## src/rtl/car_key_pkg.sv

```systemverilog
// Shared state encoding and default configuration for the serial car-key lock.
package car_key_pkg;

  typedef enum logic [2:0] {
    IDLE     = 3'd0,
    RECV     = 3'd1,
    CHECK    = 3'd2,
    UNLOCKED = 3'd3,
    LOCKOUT  = 3'd4
  } state_t;

  localparam int unsigned NBITS_KEY_DEF      = 4;
  localparam logic [3:0]  KEY_VALUE_DEF      = 4'b1101;
  localparam bit          LSB_FIRST_DEF      = 1'b1;
  localparam int unsigned MAX_TRIES_DEF      = 3;
  localparam int unsigned LOCKOUT_CYCLES_DEF = 8;

  // Width able to hold values 0..n-1, never narrower than one bit.
  function automatic int unsigned idx_width(input int unsigned n);
    return (n > 1) ? $clog2(n) : 1;
  endfunction

endpackage

```

## src/rtl/key_shift_rx.sv

```systemverilog
// Serial key shift register with bit counter; flags the shift that completes a key.
module key_shift_rx #(
  parameter int unsigned NBITS_KEY = 4,
  parameter bit          LSB_FIRST = 1'b1
) (
  input  logic                 clk_2,
  input  logic                 reset,
  input  logic                 clear,
  input  logic                 shift,
  input  logic                 bit_in,
  output logic [NBITS_KEY-1:0] sr,
  output logic                 last_bit
);

  localparam int unsigned CW = $clog2(NBITS_KEY + 1);

  logic [NBITS_KEY-1:0] sr_q, sr_d;
  logic [CW-1:0]        cnt_q, cnt_d;

  always_comb begin
    sr_d  = sr_q;
    cnt_d = cnt_q;
    if (clear) begin
      sr_d  = '0;
      cnt_d = '0;
    end else if (shift) begin
      if (LSB_FIRST) begin
        sr_d = {bit_in, sr_q[NBITS_KEY-1:1]};
      end else begin
        sr_d = {sr_q[NBITS_KEY-2:0], bit_in};
      end
      cnt_d = cnt_q + 1'b1;
    end
  end

  always_ff @(posedge clk_2) begin
    if (reset) begin
      sr_q  <= '0;
      cnt_q <= '0;
    end else begin
      sr_q  <= sr_d;
      cnt_q <= cnt_d;
    end
  end

  assign sr       = sr_q;
  assign last_bit = shift && !clear && (cnt_q == CW'(NBITS_KEY - 1));

endmodule

```

## src/rtl/car_key_lock.sv

```systemverilog
// Serial car-key checker: receive, compare, unlock, and timed lockout after repeated failures.
module car_key_lock
  import car_key_pkg::*;
#(
  parameter int unsigned          NBITS_KEY      = NBITS_KEY_DEF,
  parameter logic [NBITS_KEY-1:0] KEY_VALUE      = NBITS_KEY'(KEY_VALUE_DEF),
  parameter bit                   LSB_FIRST      = LSB_FIRST_DEF,
  parameter int unsigned          MAX_TRIES      = MAX_TRIES_DEF,
  parameter int unsigned          LOCKOUT_CYCLES = LOCKOUT_CYCLES_DEF
) (
  input  logic                           clk_2,
  input  logic                           reset,
  input  logic                           bit_in,
  input  logic                           bit_valid,
  input  logic                           abort,
  input  logic                           lock,
  output logic                           unlocked,
  output logic                           locked_out,
  output logic                           busy,
  output logic [$clog2(MAX_TRIES+1)-1:0] fail_count
);

  localparam int unsigned FW = $clog2(MAX_TRIES + 1);
  localparam int unsigned TW = idx_width(LOCKOUT_CYCLES);

  state_t          state_q, state_d;
  logic [FW-1:0]   fail_q, fail_d;
  logic [TW-1:0]   timer_q, timer_d;

  logic                 rx_shift;
  logic                 rx_clear;
  logic                 rx_last;
  logic [NBITS_KEY-1:0] rx_sr;

  key_shift_rx #(
    .NBITS_KEY (NBITS_KEY),
    .LSB_FIRST (LSB_FIRST)
  ) u_rx (
    .clk_2    (clk_2),
    .reset    (reset),
    .clear    (rx_clear),
    .shift    (rx_shift),
    .bit_in   (bit_in),
    .sr       (rx_sr),
    .last_bit (rx_last)
  );

  // Shift/clear are decoded apart from the next-state logic so that
  // last_bit (a function of shift) feeds the FSM without a feedback loop.
  always_comb begin
    rx_shift = 1'b0;
    rx_clear = 1'b0;
    unique case (state_q)
      IDLE:    rx_shift = bit_valid;
      RECV: begin
        rx_clear = abort;
        rx_shift = bit_valid && !abort;
      end
      CHECK:   rx_clear = 1'b1;
      default: ;
    endcase
  end

  always_comb begin
    state_d = state_q;
    fail_d  = fail_q;
    timer_d = timer_q;
    unique case (state_q)
      IDLE: begin
        if (bit_valid) state_d = RECV;
      end
      RECV: begin
        if (abort)        state_d = IDLE;
        else if (rx_last) state_d = CHECK;
      end
      CHECK: begin
        if (rx_sr == KEY_VALUE) begin
          state_d = UNLOCKED;
          fail_d  = '0;
        end else if (fail_q == FW'(MAX_TRIES - 1)) begin
          state_d = LOCKOUT;
          fail_d  = FW'(MAX_TRIES);
          timer_d = TW'(LOCKOUT_CYCLES - 1);
        end else begin
          state_d = IDLE;
          fail_d  = fail_q + 1'b1;
        end
      end
      UNLOCKED: begin
        if (lock) state_d = IDLE;
      end
      LOCKOUT: begin
        if (timer_q == '0) begin
          state_d = IDLE;
          fail_d  = '0;
        end else begin
          timer_d = timer_q - 1'b1;
        end
      end
      default: state_d = IDLE;
    endcase
  end

  always_ff @(posedge clk_2) begin
    if (reset) begin
      state_q <= IDLE;
      fail_q  <= '0;
      timer_q <= '0;
    end else begin
      state_q <= state_d;
      fail_q  <= fail_d;
      timer_q <= timer_d;
    end
  end

  assign unlocked   = (state_q == UNLOCKED);
  assign locked_out = (state_q == LOCKOUT);
  assign busy       = (state_q == RECV) || (state_q == CHECK);
  assign fail_count = fail_q;

endmodule

```

## config.mk

```make
export PLATFORM = sky130hd
export DESIGN_NAME = car_key_lock
export DESIGN_NICKNAME = d
export VERILOG_FILES = /design/src/rtl/car_key_pkg.sv /design/src/rtl/key_shift_rx.sv /design/src/rtl/car_key_lock.sv
export SDC_FILE = /design/constraint.sdc
export NUM_CORES = 1
export LEC_CHECK = 0
export CAP_MARGIN = 10
export CORE_MARGIN = 3
export CORE_UTILIZATION = 48
export CTS_BUF_LIST = sky130_fd_sc_hd__clkbuf_2
export DETAILED_ROUTE_END_ITERATION = 8
export PLACE_DENSITY = 0.71
export SLEW_MARGIN = 30
export SYNTH_ARGS = -nofsm -noshare
export SYNTH_HDL_FRONTEND = slang
export SYNTH_SLANG_ARGS = --single-unit
```

## constraint.sdc

```tcl
create_clock -name clk_2 -period 2.1 [get_ports clk_2]
set_clock_uncertainty 0.05 [all_clocks]
set_input_delay 0.525 -clock clk_2 [delete_from_list [all_inputs] [get_ports clk_2]]
set_output_delay 0.525 -clock clk_2 [all_outputs]
set_load 0.05 [all_outputs]
```

==> summary.md, run 1 <==
| Metric | Value |
|---|---|
| Root buffer cell | `clkbuf_2` |
| Type of origin of the critical path | `flop` |
| CP bufs+invs | `1` |
| Drt pass-1 iters | `4` |
| Share of cells above drive strength 1 | `0.147` |
| Post-layout instance area | `1020 sq um` |
| Pin count of the biggest net entering global routing | `12` |
| Clock Tree Buf Depth | `2` |
| Max-slew violations | `0` |
| CP arrival | `1460 ps` |
| Hold crit path type | `reg2reg` |
| Vias per cell | `5.04` |
| Post-Route WL | `1520 microns` |
| Period utilisation layout | `0.970` |
| Critical Path Max Stage Delay | `810 ps` |
| Drc violations | `0` |
| Sequential share of the synthesized area | `0.349` |
| # port buffers | `10` |
| Family with the most delay on the worst path | `buffers and inverters` |
| F_max | `0.491 GHz` |
| Final Hold Fails | `0` |
| DP Wirelength | `1170 microns` |
| Post-route ant nets | `0` |
| Relative slew slack | `0.665` |
| Maximum VDD drop | `0.364 mV` |
| Worst Path Class, Setup | `reg2out` |
| Core ar. | `1590 sq um` |
| Pwr/cell area | `533 nW/um^2` |
| Crit. End Element | `output port` |
| Area share of the largest cell type after synthesis | `0.349` |
| Total congestion overflow | `0` |
| Vias | `670` |
| Yosys top cell by area | `dfxtp_1` |
| Unrepaired setup endpoints after global routing | `false` |
| First-pass GRT wire length | `2760 microns` |
| GRT Total Usage | `0.143` |
| Die width | `48.4 microns` |
| Critical Path Start | `fail_count[0]$_SDFFE_PP0P_` |
| Yosys Warn Count | `0` |
| Clock-pin slew on the worst setup and hold paths | `160 ps` |
| Area contributors post-synth | `dfxtp_1 35%, ha_1 7.3%, mux2i_1 7.0%` |
| Synthesized area | `861 sq um` |
| Outcome | `complete, no violations` |
| P&R area growth vs syn | `18.2%` |
| Netlist cell types | `35` |
| CP cell instances | `clkdlybuf4s50_1` |
| Number of global-route vias before repair | `678` |
| CP max stage cell | `clkdlybuf4s50_1` |
| Initial Util | `0.540` |
| Worst r2r src | `timer_q[0]$_SDFFE_PP0P_` |
| Commonest non-fill, non-tap cell in the layout | `nor2_1` |
| Hold Path Origin | `u_rx.cnt_q[2]$_SDFFE_PP0N_` |
| Syn_area_per_cell | `8.97 sq um` |
| Setup TNS | `0 ps` |
| MaxCap Viol Count | `0` |
| Layout Nets | `121` |
| Avg WL per Cell | `11.4 microns` |
| Die height | `48.4 microns` |
| Worst path required time | `1520 ps` |
| DR iter-0 viols | `6` |
| Fill cells | `130` |
| Slew @ Worst Pin | `501 ps` |
| Floorplan row count | `14` |
| Synth Instances | `96` |
| Yosys reg bits | `15` |
| Antenna Cells | `0` |
| H-tree levels | `1` |
| Worst-skew pair later-pin latency | `290 ps` |
| Initial antenna violation count | `0` |
| Net Count, Synth | `107` |
| Clock Sinks | `15` |
| Finished Layout Cells | `133` |
| Final Setup Violations | `0` |
| RD Place Congestion | `0.808` |
| Placed insts | `129` |
| Num CTS Buffers | `3` |
| CP Max Fanout | `3` |
| Final min period | `2040 ps` |
| CTS tree | `yes` |
| Die area | `2340 sq um` |
| Pleak | `0.000411 uW` |
| Most frequent cells in the layout | `16 x nor2_1, 13 x dfxtp_1, 9 x inv_1` |
| Placed instance area | `992 sq um` |
| Number of I/O pins | `11` |
synthesized netlist by cell type:
| library cell | n |
|---|---|
| o41ai_1 | 1 |
| a311oi_1 | 1 |
| and4b_2 | 1 |
| and3_1 | 1 |
| ha_1 | 5 |
| nor2b_1 | 1 |
| o21ai_1 | 2 |
| or2_0 | 1 |
| o21ba_1 | 1 |
| nand2b_1 | 1 |
| a21o_1 | 1 |
| o21bai_1 | 1 |
| or4_1 | 1 |
| nor3_1 | 1 |
| inv_1 | 9 |
| xor2_1 | 1 |
| nand3_1 | 2 |
| clkbuf_8 | 1 |
| dfxtp_1 | 15 |
| a21oi_1 | 6 |
| nand3_2 | 1 |
| buf_8 | 1 |
| nor4_1 | 1 |
| mux2i_1 | 6 |
| a211o_1 | 1 |
| nand2_1 | 7 |
| nor2_1 | 16 |
| nor4b_4 | 1 |
| or3_1 | 1 |
| a22oi_1 | 1 |
| a221oi_1 | 1 |
| nand3b_4 | 1 |
| xnor2_1 | 2 |
| or2b_1 | 1 |
| buf_6 | 2 |
state kept, by name, summed over array words and instances, names as in the netlist:
signal / cells
u_rx.sr: 4
state_q: 3
timer_q: 3
u_rx.cnt_q: 3
fail_count: 2
per-stage QoR:
stage	utilization	worst slack (ps)	hold WS, ps	power [uW]
floorplan	-	259	386	379
finish	0.638	63.8	417	542
detailed placement	0.622	86.6	404	410
global placement	0.622	135	397	408
global route	0.638	7.64	463	569
CTS	0.635	24.8	425	550
cells by family (layout without fill, tap and decap cells):
logic type      count (synthesis)  count (layout)  synth area share
xor+xnor                        3               3            0.0305
simple gates                   38              38             0.254
compound gates                 16              16             0.125
fa+ha+maj                       5               5            0.0727
mux                             6               6            0.0698
buf+inv                        13              26            0.0988
flops                          15              15             0.349
routing by layer:
metal  vias to the layer above  GRT usage  share of wire
li1                        355          -              -
met1                       298      0.199           0.51
met2                        15      0.216           0.43
met3                         2     0.0184          0.043
met4                         0     0.0711         0.0079
met5                         -          0              0
power by group:
part	switching [uW]	leakage [uW]	internal, uW
combinational	50.5	0.000272	47.7
sequential	11.4	0.000122	295
clock	94.5	0.0000164	43.1
worst paths after layout:
kind	to	slack (ps)	cells after the start
hold / removal	u_rx.cnt_q[2]$_SDFFE_PP0N_	420	2
hold reg to reg	u_rx.cnt_q[2]$_SDFFE_PP0N_	420	2
setup reg to reg	fail_count[0]$_SDFFE_PP0P_	280	7
setup / recovery	fail_count[0]	60	1
what timing repair did:
action / in CTS / in global routing
endpoints found under the setup margin: 0 / 3
setup buffers: 0 / 0
resized for setup: 0 / 3
hold buffers: 0 / 0
cell type report:
type | instances | area [sq um] | area share
Clock buffer | 3 | 15.0 | 0.0148
Clock inverter | 1 | 5.00 | 0.00492
Multi-Input combinational cell | 68 | 475 | 0.467
Timing Repair Buffer | 13 | 155 | 0.153
Sequential cell | 15 | 303 | 0.298
Inverter | 9 | 33.8 | 0.0332
Tap cell | 24 | 30.0 | 0.0295
(Power assumes the default switching activity.)
==> run 2, diff against run 1 <==
- ABC_AREA: default -> 1
- CAP_MARGIN: 10 -> 20
==> run 2 against run 1 <==
Global-route usage up 2.7 points. Flip-flop and latch count unchanged. Setup slack better by 7.2 ps. Critical endpoint unchanged. Core utilization down 0.73 points. Clock power up 8%. Highest routed layer unchanged. Sequential share of layout area up 0.77 points. Count of clock-buffer cells in the layout unchanged. Via count up 11%. Sequential power up 16%.
==> summary.md, run 2 <==
| Metric | Value |
|---|---|
| Synth Instances | `116 (was 96)` |
| Area share of the largest cell type after synthesis | `0.364 (was 0.349)` |
| EDFF count, synth | `0 (unchanged)` |
| First-pass GRT wire length | `2680 microns (was 2760 microns)` |
| Initial Util | `0.529 (was 0.540)` |
| Area of the multi-input gates | `453 sq um (was 475 sq um)` |
| CP Max Fanout | `2 (was 3)` |
| Crit. End Element | `output port (unchanged)` |
| Switching power | `310 uW (was 156 uW)` |
| Worst-skew pair later-pin latency | `300 ps (was 290 ps)` |
| Synthesized area | `825 sq um (was 861 sq um)` |
| Initial antenna violation count | `0 (unchanged)` |
| Yosys top cell by area | `dfxtp_1 (unchanged)` |
| Hold EP | `fail_count[1]$_SDFFE_PP0P_ (was u_rx.cnt_q[2]$_SDFFE_PP0N_)` |
| Family with the most delay on the worst path | `buffers and inverters (unchanged)` |
| Placed insts | `142 (was 129)` |
| Clock network power share | `0.190 (was 0.254)` |
| DP Wirelength | `1220 microns (was 1170 microns)` |
| Area contributors post-synth | `dfxtp_1 36%, nor2_1 10%, nand2_1 8.6% (was dfxtp_1 35%, ha_1 7.3%, mux2i_1 7.0%)` |
| Drc violations | `0 (unchanged)` |
| Cell with the most instances after synthesis | `nor2_1 (unchanged)` |
| Vias | `743 (was 670)` |
| Number of global-route vias before repair | `664 (was 678)` |
| Clock Sinks | `15 (unchanged)` |
| Type of origin of the critical path | `flop (unchanged)` |
| Layout Nets | `142 (was 121)` |
| R2R cell count | `9 (was 7)` |
| Total congestion overflow | `0 (unchanged)` |
| Outcome | `complete, no violations (unchanged)` |
| Worst path required time | `1520 ps (about the same)` |
| Number of I/O pins | `11 (unchanged)` |
| P&R area growth vs syn | `19.3% (was 18.2%)` |
| Hold crit path type | `reg2reg (unchanged)` |
| Die height | `47.4 microns (was 48.4 microns)` |
| Setup slack, reg-to-reg | `540 ps (was 280 ps)` |
| CP cell instances | `clkdlybuf4s50_1 (unchanged)` |
| Maximum VDD drop | `0.566 mV (was 0.364 mV)` |
| Hold slack | `442 ps (was 417 ps)` |
| Clock Tree Buf Depth | `2 (unchanged)` |
| Final Setup Violations | `0 (unchanged)` |
| Pleak | `0.000459 uW (was 0.000411 uW)` |
| Max reg flops | `4 (unchanged)` |
| F_max | `0.493 GHz (was 0.491 GHz)` |
| Sequential share of the synthesized area | `0.364 (was 0.349)` |
| Combinational share of power | `0.359 (was 0.181)` |
| Antenna Cells | `0 (unchanged)` |
| Sw frac | `0.394 (was 0.289)` |
| Post-synth top cells | `23 x nor2_1, 19 x nand2_1, 15 x dfxtp_1, 15 x inv_1, 8 x a21oi_1 (was 16 x nor2_1, 15 x dfxtp_1, 9 x inv_1, 7 x nand2_1)` |
| Die area | `2250 sq um (was 2340 sq um)` |
| Period utilisation layout | `0.966 (was 0.970)` |
| Share of cells above drive strength 1 | `0.169 (was 0.147)` |
| Relative slew slack | `0.673 (was 0.665)` |
| Critical Path Max Stage Delay | `800 ps (was 810 ps)` |
| Yosys reg bits | `15 (unchanged)` |
| Num CTS Buffers | `3 (unchanged)` |
| FF-to-FF End | `state_q[1]$_SDFFE_PP0P_ (was fail_count[0]$_SDFFE_PP0P_)` |
| Post-Route Utilization | `0.631 (was 0.638)` |
| Cell-internal power | `477 uW (was 386 uW)` |
| Net Count, Synth | `127 (was 107)` |
| GRT Total Usage | `0.169 (was 0.143)` |
| Post-route ant nets | `0 (unchanged)` |
| Commonest non-fill, non-tap cell in the layout | `nor2_1 (unchanged)` |
| Final min period | `2030 ps (was 2040 ps)` |
| Dominant synthesized flop cell | `dfxtp_1 (unchanged)` |
| Netlist cell types | `19 (was 35)` |
| Flop pwr share | `0.451 (was 0.565)` |
| Vias per cell | `5.09 (was 5.04)` |
| Slew @ Worst Pin | `489 ps (was 501 ps)` |
| Worst r2r src | `timer_q[0]$_SDFFE_PP0P_ (unchanged)` |
| Syn_area_per_cell | `7.11 sq um (was 8.97 sq um)` |
| DR iter-0 viols | `24 (was 6)` |
| Core ar. | `1560 sq um (was 1590 sq um)` |
| CP arrival | `1450 ps (was 1460 ps)` |
| Avg WL per Cell | `10.7 microns (was 11.4 microns)` |
| Hold depth | `2 (unchanged)` |
| MaxCap Viol Count | `0 (unchanged)` |
| Setup TNS | `0 ps (unchanged)` |
| Finished Layout Cells | `146 (was 133)` |
| H-tree levels | `1 (unchanged)` |
| Post-route setup slack | `71.1 ps (was 63.8 ps)` |
| Root buffer cell | `clkbuf_2 (unchanged)` |
| CTS tree | `yes (unchanged)` |
| CTS Hold Buffers Added | `0 (unchanged)` |
| Unrepaired setup endpoints after global routing | `false (unchanged)` |
| Asr flop ratio synth | `0 (unchanged)` |
| Fill cells | `148 (was 130)` |
| Max-slew violations | `0 (unchanged)` |
| Most frequent cells in the layout | `23 x nor2_1, 19 x nand2_1, 15 x inv_1, 15 x dfxtp_1, 8 x a21oi_1 (was 16 x nor2_1, 13 x dfxtp_1, 9 x inv_1)` |
| Yosys Warn Count | `0 (unchanged)` |
| CP max stage cell | `clkdlybuf4s50_1 (unchanged)` |
| CP bufs+invs | `1 (unchanged)` |
| Final Hold Fails | `0 (unchanged)` |
| Die width | `47.4 microns (was 48.4 microns)` |
| # port buffers | `10 (unchanged)` |
| Worst Path Class, Setup | `reg2out (unchanged)` |
| Pin count of the biggest net entering global routing | `11 (was 12)` |
| Register area | `300 sq um (was 303 sq um)` |
| Floorplan row count | `14 (unchanged)` |
| Hold Path Origin | `fail_count[1]$_SDFFE_PP0P_ (was u_rx.cnt_q[2]$_SDFFE_PP0N_)` |
| Pwr/cell area | `800 nW/um^2 (was 533 nW/um^2)` |
| Place WS | `219 ps (was 86.6 ps)` |
| RD Place Congestion | `0.822 (was 0.808)` |
| Clock-pin slew on the worst setup and hold paths | `170 ps (was 160 ps)` |
| Drt pass-1 iters | `4 (unchanged)` |
| Post-Route WL | `1570 microns (was 1520 microns)` |
[run 2: cell types whose count changed after synthesis, sizes merged, moves of 3 or more]
cell   previous run  this run
a21oi             6        10
buf               3         0
nor2             16        26
nand2             7        21
inv               9        19
nand3             3         8
o21ai             2         6
mux2i             6         0
[run 2: worst max path at each step]
| stage | start | endpoint | slack [ps] | cells after the start |
|---|---|---|---|---|
| floorplan | state_q[1]$_SDFFE_PP0P_ | unlocked | 370 | 2 |
| global placement | reset | u_rx.sr[1]$_SDFFE_PP0N_ | 320 | 6 |
| detailed placement | reset | u_rx.sr[2]$_SDFFE_PP0N_ | 220 | 6 |
| CTS | fail_count[0]$_SDFFE_PP0P_ | fail_count[0] | 50 | 1 |
| global route | fail_count[0]$_SDFFE_PP0P_ | fail_count[0] | 20 | 1 |
| finish | fail_count[0]$_SDFFE_PP0P_ | fail_count[0] | 70 | 1 |
[run 2: kinds of logic after synthesis]
| family | synth area share |
|---|---|
| compound gates | 0.124 |
| buf+inv | 0.0865 |
| xor+xnor | 0.0106 |
| flops | 0.364 |
| fa+ha+maj | 0.0759 |
| simple gates | 0.338 |
[run 2: power groups by stage]
stage                     logic (uW)  clock network (uW)  registers, uW
after floorplan                  190                   0            368
after global placement           278                   0            359
after detailed placement         283                   0            361
after CTS                        284                 159            355
after global routing             316                 166            361
final                            283                 149            355
[run 2: per-stage QoR]
stage	instance area [sq um]	total power, uW
2_1_floorplan	825	558
3_3_place_gp	962	637
3_5_place_dp	962	645
4_1_cts	983	797
5_1_grt	983	844
6_report	983	787
[run 2: layer usage]
layer,GRT usage,up-vias,part of all wire
met4,0.0552,0,0.0032
li1,-,395,-
met1,0.227,322,0.48
met3,0.0602,2,0.068
met2,0.254,24,0.44
met5,0,-,0
[run 2: layout make-up]
cell class | instances | area share
well taps | 16 | 0.0204
repair buffers | 10 | 0.118
multi-input cells | 82 | 0.461
clock buffers | 3 | 0.0153
inverters | 19 | 0.0725
flip-flops and latches | 15 | 0.305
clock inverters | 1 | 0.00763
[run 2: tightest hold or removal path: stages, from the launching register on]
cell	delay, ps
dfxtp_1	350
nand2_1	70
a21oi_1	50
[run 2: timing repair]
item,CTS,global route
buffers inserted,0,0
endpoints found under the setup margin,1,0
gates resized for setup,1,0
